`src/rtl/join4_pkg.sv`:
```
// Shared types and constants for the four-channel four-phase join.
// Synchronizer depth is 3 when JOIN4_SYNC_3STAGE_EN is defined, otherwise 2.
package join4_pkg;

  localparam int NCH = 4;

`ifdef JOIN4_SYNC_3STAGE_EN
  localparam int SYNC_STAGES = 3;
`else
  localparam int SYNC_STAGES = 2;
`endif

  localparam logic [NCH-1:0] REQ_ALL  = {NCH{1'b1}};
  localparam logic [NCH-1:0] REQ_NONE = {NCH{1'b0}};

  typedef enum logic [1:0] {
    IDLE = 2'd0,
    HOLD = 2'd1,
    ACK  = 2'd2
  } state_e;

  function automatic logic any_fall(input logic [NCH-1:0] prev, input logic [NCH-1:0] cur);
    return |(prev & ~cur);
  endfunction

  function automatic logic any_rise(input logic [NCH-1:0] prev, input logic [NCH-1:0] cur);
    return |(~prev & cur);
  endfunction

endpackage

```
`src/rtl/join4_sync_req_sync.sv`:
```
// Single-bit flop-chain synchronizer with asynchronous active-high clear.
module req_sync #(
  parameter int DEPTH = 2
) (
  input  logic clk_i,
  input  logic clr_i,
  input  logic d_i,
  output logic q_o
);

  logic [DEPTH-1:0] stage_r;

  // Shift the asynchronous input through the chain; clear drops every stage at once.
  always_ff @(posedge clk_i or posedge clr_i) begin
    if (clr_i) begin
      stage_r <= {DEPTH{1'b0}};
    end else begin
      stage_r <= {stage_r[DEPTH-2:0], d_i};
    end
  end

  assign q_o = stage_r[DEPTH-1];

endmodule

```
`src/rtl/join4_sync.sv`:
```
// Joins four asynchronous four-phase request channels into one valid/ready word.
// Build option: JOIN4_SYNC_3STAGE_EN selects a 3-stage request synchronizer.
module join4_sync
  import join4_pkg::*;
#(
  parameter int DW = 32
) (
  input  logic              clk_i,
  input  logic              rst_i,
  input  logic [NCH-1:0]    req_i,
  input  logic [NCH*DW-1:0] data_i,
  output logic [NCH-1:0]    ack_o,
  output logic              out_valid_o,
  input  logic              out_ready_i,
  output logic [NCH*DW-1:0] out_data_o,
  output logic              err_o
);

  logic [NCH-1:0]    req_s;
  logic [NCH-1:0]    req_q_r;
  state_e            state_r;
  logic [NCH-1:0]    ack_r;
  logic              out_valid_r;
  logic [NCH*DW-1:0] out_data_r;
  logic              err_r;
  logic              err_det_s;

  for (genvar ch = 0; ch < NCH; ch++) begin : g_sync
    req_sync #(.DEPTH(SYNC_STAGES)) u_sync (
      .clk_i (clk_i),
      .clr_i (rst_i),
      .d_i   (req_i[ch]),
      .q_o   (req_s[ch])
    );
  end

  // Flag requests withdrawn before acknowledge, or re-raised before release completes.
  always_comb begin
    err_det_s = 1'b0;
    case (state_r)
      IDLE, HOLD: err_det_s = any_fall(req_q_r, req_s);
      ACK:        err_det_s = any_rise(req_q_r, req_s);
      default:    err_det_s = 1'b0;
    endcase
  end

  // Handshake sequencing; errors are only recorded and never alter the flow.
  always_ff @(posedge clk_i or posedge rst_i) begin
    if (rst_i) begin
      state_r     <= IDLE;
      req_q_r     <= REQ_NONE;
      ack_r       <= REQ_NONE;
      out_valid_r <= 1'b0;
      out_data_r  <= {(NCH*DW){1'b0}};
      err_r       <= 1'b0;
    end else begin
      req_q_r <= req_s;
      err_r   <= err_r | err_det_s;
      case (state_r)
        IDLE: begin
          if (req_s == REQ_ALL) begin
            out_data_r  <= data_i;
            out_valid_r <= 1'b1;
            state_r     <= HOLD;
          end
        end
        HOLD: begin
          if (out_ready_i) begin
            out_valid_r <= 1'b0;
            ack_r       <= REQ_ALL;
            state_r     <= ACK;
          end
        end
        ACK: begin
          if (req_s == REQ_NONE) begin
            ack_r   <= REQ_NONE;
            state_r <= IDLE;
          end
        end
        default: begin
          ack_r       <= REQ_NONE;
          out_valid_r <= 1'b0;
          state_r     <= IDLE;
        end
      endcase
    end
  end

  assign ack_o       = ack_r;
  assign out_valid_o = out_valid_r;
  assign out_data_o  = out_data_r;
  assign err_o       = err_r;

endmodule

```
`config.mk`:
```
export PLATFORM = sky130hd
export DESIGN_NAME = join4_sync
export DESIGN_NICKNAME = d
export VERILOG_FILES = /design/src/rtl/join4_pkg.sv /design/src/rtl/join4_sync_req_sync.sv /design/src/rtl/join4_sync.sv
export SDC_FILE = /design/constraint.sdc
export NUM_CORES = 1
export LEC_CHECK = 0
export BUFFER_PORTS_ARGS = -buffer_cell sky130_fd_sc_hd__buf_2
export CORE_MARGIN = 2
export CORE_UTILIZATION = 46
export DETAILED_ROUTE_END_ITERATION = 6
export PLACE_DENSITY = 0.91
export SLEW_MARGIN = 0
export SYNTH_ARGS = -nofsm -noshare
export SYNTH_HDL_FRONTEND = slang
export SYNTH_SLANG_ARGS = --single-unit
```
`constraint.sdc`:
```
create_clock -name clk_i -period 5.38 [get_ports clk_i]
set_clock_uncertainty 0.05 [all_clocks]
set_input_delay 0.807 -clock clk_i [delete_from_list [all_inputs] [get_ports clk_i]]
set_output_delay 0.807 -clock clk_i [all_outputs]
set_load 0.02 [all_outputs]
```
==> impl_metrics.csv, run 1 <==
group,metric,value,unit
outcome,status,"completed",
timing,finalWorstPathRequiredPeriod,2.10,ns
yosys,async_flop_share,100,%
grt,grt_antenna_before_repair,0,
yosys,synthSimpleGateAreaFrac,1.74,%
cts,clkTransAtPathRegs,0.05,ns
die,io_pins,269,
worst_hold_path,hold_start,"g_sync[3].u_sync.stage_r[0]$_DFF_PP0_",
yosys,synthAdderAreaFrac,0,%
grt,grt_util_all_layers,19.1,%
die,die_h,112,um
timing,max_freq,0.477,GHz
timing,hold_viol,0,
yosys,ys_ff_latch,145,
die,die_w,112,um
placed_design,portBuffers,268,
cells_and_area,final_area,7330,um^2
power_and_ir_drop,ir_drop,0.000397,V
timing,worst_slack,3.28,ns
critical_path,arrival,2.33,ns
cts,cts_setup_buffers,0,
critical_path,path_max_fanout,76,
yosys,synth_top_area_share,67.2,%
placed_design,post_dp_cell_area,6780,um^2
timing,rsz0062_at_grt,"no",
placed_design,numPlacedInstances,712,
drt,routedWlPerCell,15.8,um
cells_and_area,layout-drive-gt1-share,55.0,%
power_and_ir_drop,powerDensity,602,nW/um^2
critical_path,crit_required,5.61,ns
yosys,synth_xor_area_share,0,%
grt,grt_pass1_vias,3909,
yosys,synthMuxAreaShare,26.7,%
cts,ctsLongestPathBuffers,2,
cells_and_area,fin_cells,743,
yosys,netlist_area,5400,um^2
worst_hold_path,hold_class,"reg -> reg",
yosys,ys.warnings.count,0,
yosys,yosysSeqAreaShare,67.2,%
critical_path,r2r-start,"g_sync[3].u_sync.stage_r[1]$_DFF_PP0_",
cells_and_area,finalNetCount,723,
drt,wirelength,11700,um
cts,h-tree-depth,4,
cts,tritoncts,"done",
cts,ctsRootBufferMaster,"clkbuf_16",
yosys,synth_top_family_by_area,"multiplexers",
power_and_ir_drop,leakage,3.68,nW
cells_and_area,most-common-layout-cells,"268 x buf_2, 145 x dfrtp_1, 98 x mux2_1, 30 x mux2_2, 17 x clkbuf_16",
timing,worst_pin_slew,0.953,ns
yosys,yosysUniqueCellTypes,21,
timing,relSlewSlack,36.4,%
timing,finalMaxSlewViolations,0,
die,core_area,11400,um^2
placed_design,dp_hpwl,8570,um
grt,grt_start_max_net_pins,79,
cts,cts_sinks,145,
placed_design,dp_slack,2.99,ns
grt,grt_overflow,0,
drt,viasPerCell,4.86,
cells_and_area,final_common_cell,"buf_2",
drt,drc,0,
flow_run,drv_cap,0,
cts,cts-buffers-inserted,17,
yosys,synth.area.top_cells,"dfrtp_1 67%, mux2_1 20%, mux2_2 6.3%",
die,rows,39,
yosys,synth_edf_count,0,
critical_path,worstSetupStartpoint,"g_sync[3].u_sync.stage_r[1]$_DFF_PP0_",
timing,setup_viol,0,
critical_path,endpoint_kind,"flop",
cells_and_area,antenna_cells,0,
drt,first_pass_iters,4,
drt,vias,3614,
die,dieArea,12600,um^2
placed_design,routabilityCongestion,0.772,
cts,ctsResizeCount,0,
timing,setup_tns,0,ns
yosys,yosys.area.top_type,"dfrtp_1",
timing,whs,0.295,ns
drt,antenna_left,0,
cells_and_area,area_delta_synth_final,35.8,%
cts,clk_latency,0.41,ns
cts,cts_hold_buf,0,
critical_path,crit_type,"reg -> reg",
yosys,synth_area_per_cell,17.1,um^2
drt,first_iter_violations,174,
critical_path,critPathLaunchType,"flop",
yosys,synthFlopType,"dfrtp_1",
yosys,synth_fp_nets,451,
timing,finalCritPeriodShare,39.0,%
die,start_util,47.3,%
yosys,syn_inst,316,
yosys,synth_compound_gate_area_share,1.25,%
grt,grt_pass1_wl,18800,um
## registers in the layout, indices dropped and copies added (netlist names)
signal                 count
out_data_o               128
ack_o                      1
req_q_r                    4
out_valid_o                1
g_sync.u_sync.stage_r      8
err_o                      1
state_r                    2
## metrics by stage
step                util, %  power (mW)
finish                 64.2        4.41
global route           64.2        4.64
CTS                    64.2        4.47
detailed placement     59.4        3.37
global placement       59.4        3.30
floorplan                 -        2.73
## path summary, 6_finish.rpt
kind / slack, ns / cells past startpoint / end
worst max-delay path: 3.28 / 4 / out_data_o[80]$_DFFE_PP0P_
worst min-delay path: 0.30 / 0 / g_sync[3].u_sync.stage_r[1]$_DFF_PP0_
worst max register to register: 3.28 / 4 / out_data_o[80]$_DFFE_PP0P_
worst min register to register: 0.30 / 0 / g_sync[3].u_sync.stage_r[1]$_DFF_PP0_
max in group asynchronous: 3.50 / 3 / out_data_o[61]$_DFFE_PP0P_
min in group asynchronous: 0.45 / 2 / out_data_o[25]$_DFFE_PP0P_
## cells in the mapped netlist, types with 2 or more instances
cell type / count
dfrtp_1: 145
buf_2: 3
mux2_1: 98
nor2_1: 3
buf_6: 9
nand2b_1: 8
buf_4: 4
a41oi_1: 2
mux2_2: 30
a21o_1: 3
## worst max-delay path, cell delays in order, from the launching register on
cell     delay [ns]
dfrtp_1        0.40
nand4_1        0.16
nor3_4         0.15
buf_4          0.73
mux2_1         0.40
## power breakdown
group | leakage [nW] | total, mW | switching [mW] | internal (mW)
Clock | 0.277 | 1.08 | 0.400 | 0.678
Combinational | 1.68 | 1.54 | 0.937 | 0.604
Sequential | 1.72 | 1.79 | 0.243 | 1.55
Total | 3.68 | 4.41 | 1.58 | 2.83
## logic make-up (layout without fill, tap and decap cells)
logic type      count (synthesis)  after routing
compound gates                  9              9
buf+inv                        19            303
flops                         145            145
mux                           128            128
simple gates                   15             15
## per-layer routing
layer	routed length (um)	GRT usage (%)	part of all wire, %	vias up
li1	-	-	-	1657
met2	6340	34.2	54	164
met4	215	8.29	1.8	0
met5	0	0	0	-
met1	4320	21.0	37	1775
met3	824	5.72	7.0	18
## cell type report
cell class	count	area (um^2)
clock buffers	25	495
clock inverters	6	55.1
fillers	837	4090
inverters	1	8.76
multi-input cells	152	1600
flip-flops and latches	145	3630
well taps	143	179
repair buffers	271	1360
No activity file was read; power rests on OpenSTA's default activity.
==> inputs of run 2 (changes only) <==
==> constraint.sdc (replaced) <==
create_clock -name clk_i -period 2.1 [get_ports clk_i]
set_clock_uncertainty 0.05 [all_clocks]
set_input_delay 0.315 -clock clk_i [delete_from_list [all_inputs] [get_ports clk_i]]
set_output_delay 0.315 -clock clk_i [all_outputs]
set_load 0.02 [all_outputs]
==> run 2 against run 1 <==
Design area up 3.3%. Sequential power grew to 2.6 times the previous value. Fmax rose by 16%. Non-clock buffer count grew 12. Sequential share of layout area shrank 1.6 points. Combinational power increased to 2.6 times the previous value. Register-to-register slack lost 3.0 ns. Count of clock-buffer cells in the layout shrank 3. Global-route usage is essentially flat. Largest power group unchanged. Highest routed layer unchanged.
==> impl_metrics.csv, run 2 (synthesized netlist as in run 1, its figures left out) <==
group,metric,value,unit
timing,finalCritPeriodShare,86.3,%
timing,worst_slack,0.288,ns
grt,grt_pass1_wl,18800,um
cells_and_area,finalNetCount,735,
drt,antenna_left,0,
placed_design,dp_slack,0.283,ns
cells_and_area,fin_cells,756,
timing,hold_viol,0,
cells_and_area,n_fill_cell,806,
drt,drc,0,
cells_and_area,post-route-util,66.4,%
cells_and_area,final_area,7580,um^2
cells_and_area,layout-drive-gt1-share,55.5,%
drt,vias,3675,
grt,grt_util_all_layers,19.1,%
drt,first_iter_violations,106,
critical_path,crit_required,2.33,ns
grt,grt_overflow,0,
drt,viasPerCell,4.86,
power_and_ir_drop,ir_drop,0.000964,V
die,rows,39,
outcome,status,"completed",
cts,cts-buffers-inserted,17,
worst_hold_path,hold_class,"in -> reg",
power_and_ir_drop,powerDensity,1550,nW/um^2
critical_path,cpMostUsedCell,"buf_12",
timing,worst_pin_slew,0.415,ns
critical_path,path_max_fanout,44,
die,dieArea,12600,um^2
cts,ctsRootBufferMaster,"clkbuf_16",
power_and_ir_drop,leakage,3.78,nW
placed_design,dp_hpwl,8670,um
placed_design,portBuffers,268,
critical_path,endpoint_kind,"flop",
cells_and_area,final_common_cell,"buf_2",
critical_path,path_buf_inv,2,
placed_design,numPlacedInstances,719,
critical_path,cp_cell_sequence,"nand4_1, nor3_4, buf_12, buf_12, mux2_1",
cells_and_area,multiInputGateArea,1600,um^2
timing,setup_viol,0,
timing,whs,0.0696,ns
grt,grt_antenna_before_repair,0,
cts,cts_sinks,145,
cells_and_area,largest_reg_flops,128,
cts,ctsLongestPathBuffers,2,
drt,wirelength,11700,um
die,die_h,112,um
die,start_util,47.3,%
placed_design,post_dp_cell_area,6900,um^2
grt,grt_start_max_net_pins,76,
timing,setup_tns,0,ns
cts,clk_latency,0.41,ns
timing,relSlewSlack,72.3,%
die,io_pins,269,
timing,finalMaxSlewViolations,0,
drt,routedWlPerCell,15.5,um
timing,finalWorstPathRequiredPeriod,1.81,ns
critical_path,max_stage_delay,0.41,ns
cells_and_area,regArea,3630,um^2
cts,h-tree-depth,4,
drt,first_pass_iters,4,
power_and_ir_drop,power.total,11.7,mW
die,die_w,112,um
cts,clkTransAtPathRegs,0.06,ns
flow_run,drv_cap,0,
critical_path,crit_type,"reg -> reg",
die,core_area,11400,um^2
cells_and_area,antenna_cells,0,
placed_design,routabilityCongestion,0.758,
critical_path,path_delay_family,"buffers and inverters",
cells_and_area,area_delta_synth_final,40.3,%
critical_path,crit_slowest_cell,"dfrtp_1",
grt,grt_pass1_vias,3901,
cts,tritoncts,"done",
timing,rsz0062_at_grt,"no",
timing,max_freq,0.552,GHz
critical_path,arrival,2.04,ns
critical_path,critPathLaunchType,"flop",
cells_and_area,most-common-layout-cells,"268 x buf_2, 145 x dfrtp_1, 98 x mux2_1, 30 x mux2_2, 17 x clkbuf_16",
[run 2: timing repair]
action / CTS / global route
setup buffers: 0 / 0
gates resized for setup: 0 / 0
hold buffers: 5 / 0
hold endpoints to repair: 9 / 0
[run 2: area by class of cell]
cell class / count / share of cell area (%)
tap: 143 / 2.36
inverter: 1 / 0.0991
timing repair buffer: 283 / 20.2
sequential: 145 / 47.9
clock inverter: 10 / 2.06
clock buffer: 22 / 6.26
multi-input combinational: 152 / 21.2
[run 2: layer usage]
layer | global-route usage [%] | share of wire (%) | up-vias
met1 | 21.2 | 37 | 1786
met5 | 0 | 0 | -
met3 | 6.16 | 8.1 | 26
li1 | - | - | 1686
met4 | 9.11 | 2.5 | 0
met2 | 33.3 | 52 | 177
[run 2: worst register-to-register path, cell delays in order (launching register included)]
cell,delay [ns]
dfrtp_1,0.41
nand4_1,0.16
nor3_4,0.19
buf_12,0.24
buf_12,0.27
mux2_1,0.38
[run 2: worst paths after layout]
| kind | from | to | slack, ns | cells after the start |
|---|---|---|---|---|
| worst max register to register | g_sync[3].u_sync.stage_r[1]$_DFF_PP0_ | out_data_o[87]$_DFFE_PP0P_ | 0.29 | 5 |
| min in group asynchronous | rst_i | out_data_o[22]$_DFFE_PP0P_ | 0.32 | 3 |
| worst max-delay path | g_sync[3].u_sync.stage_r[1]$_DFF_PP0_ | out_data_o[87]$_DFFE_PP0P_ | 0.29 | 5 |
| max in group asynchronous | rst_i | out_data_o[116]$_DFFE_PP0P_ | 1.05 | 4 |
| worst min register to register | g_sync[1].u_sync.stage_r[0]$_DFF_PP0_ | g_sync[1].u_sync.stage_r[1]$_DFF_PP0_ | 0.30 | 0 |
| worst min-delay path | data_i[100] | out_data_o[100]$_DFFE_PP0P_ | 0.07 | 2 |
[run 2: power by group]
part / switching [mW] / internal, mW
logic: 2.42 / 1.57
clock network: 1.06 / 2.08
registers: 0.603 / 3.97
total: 4.09 / 7.62
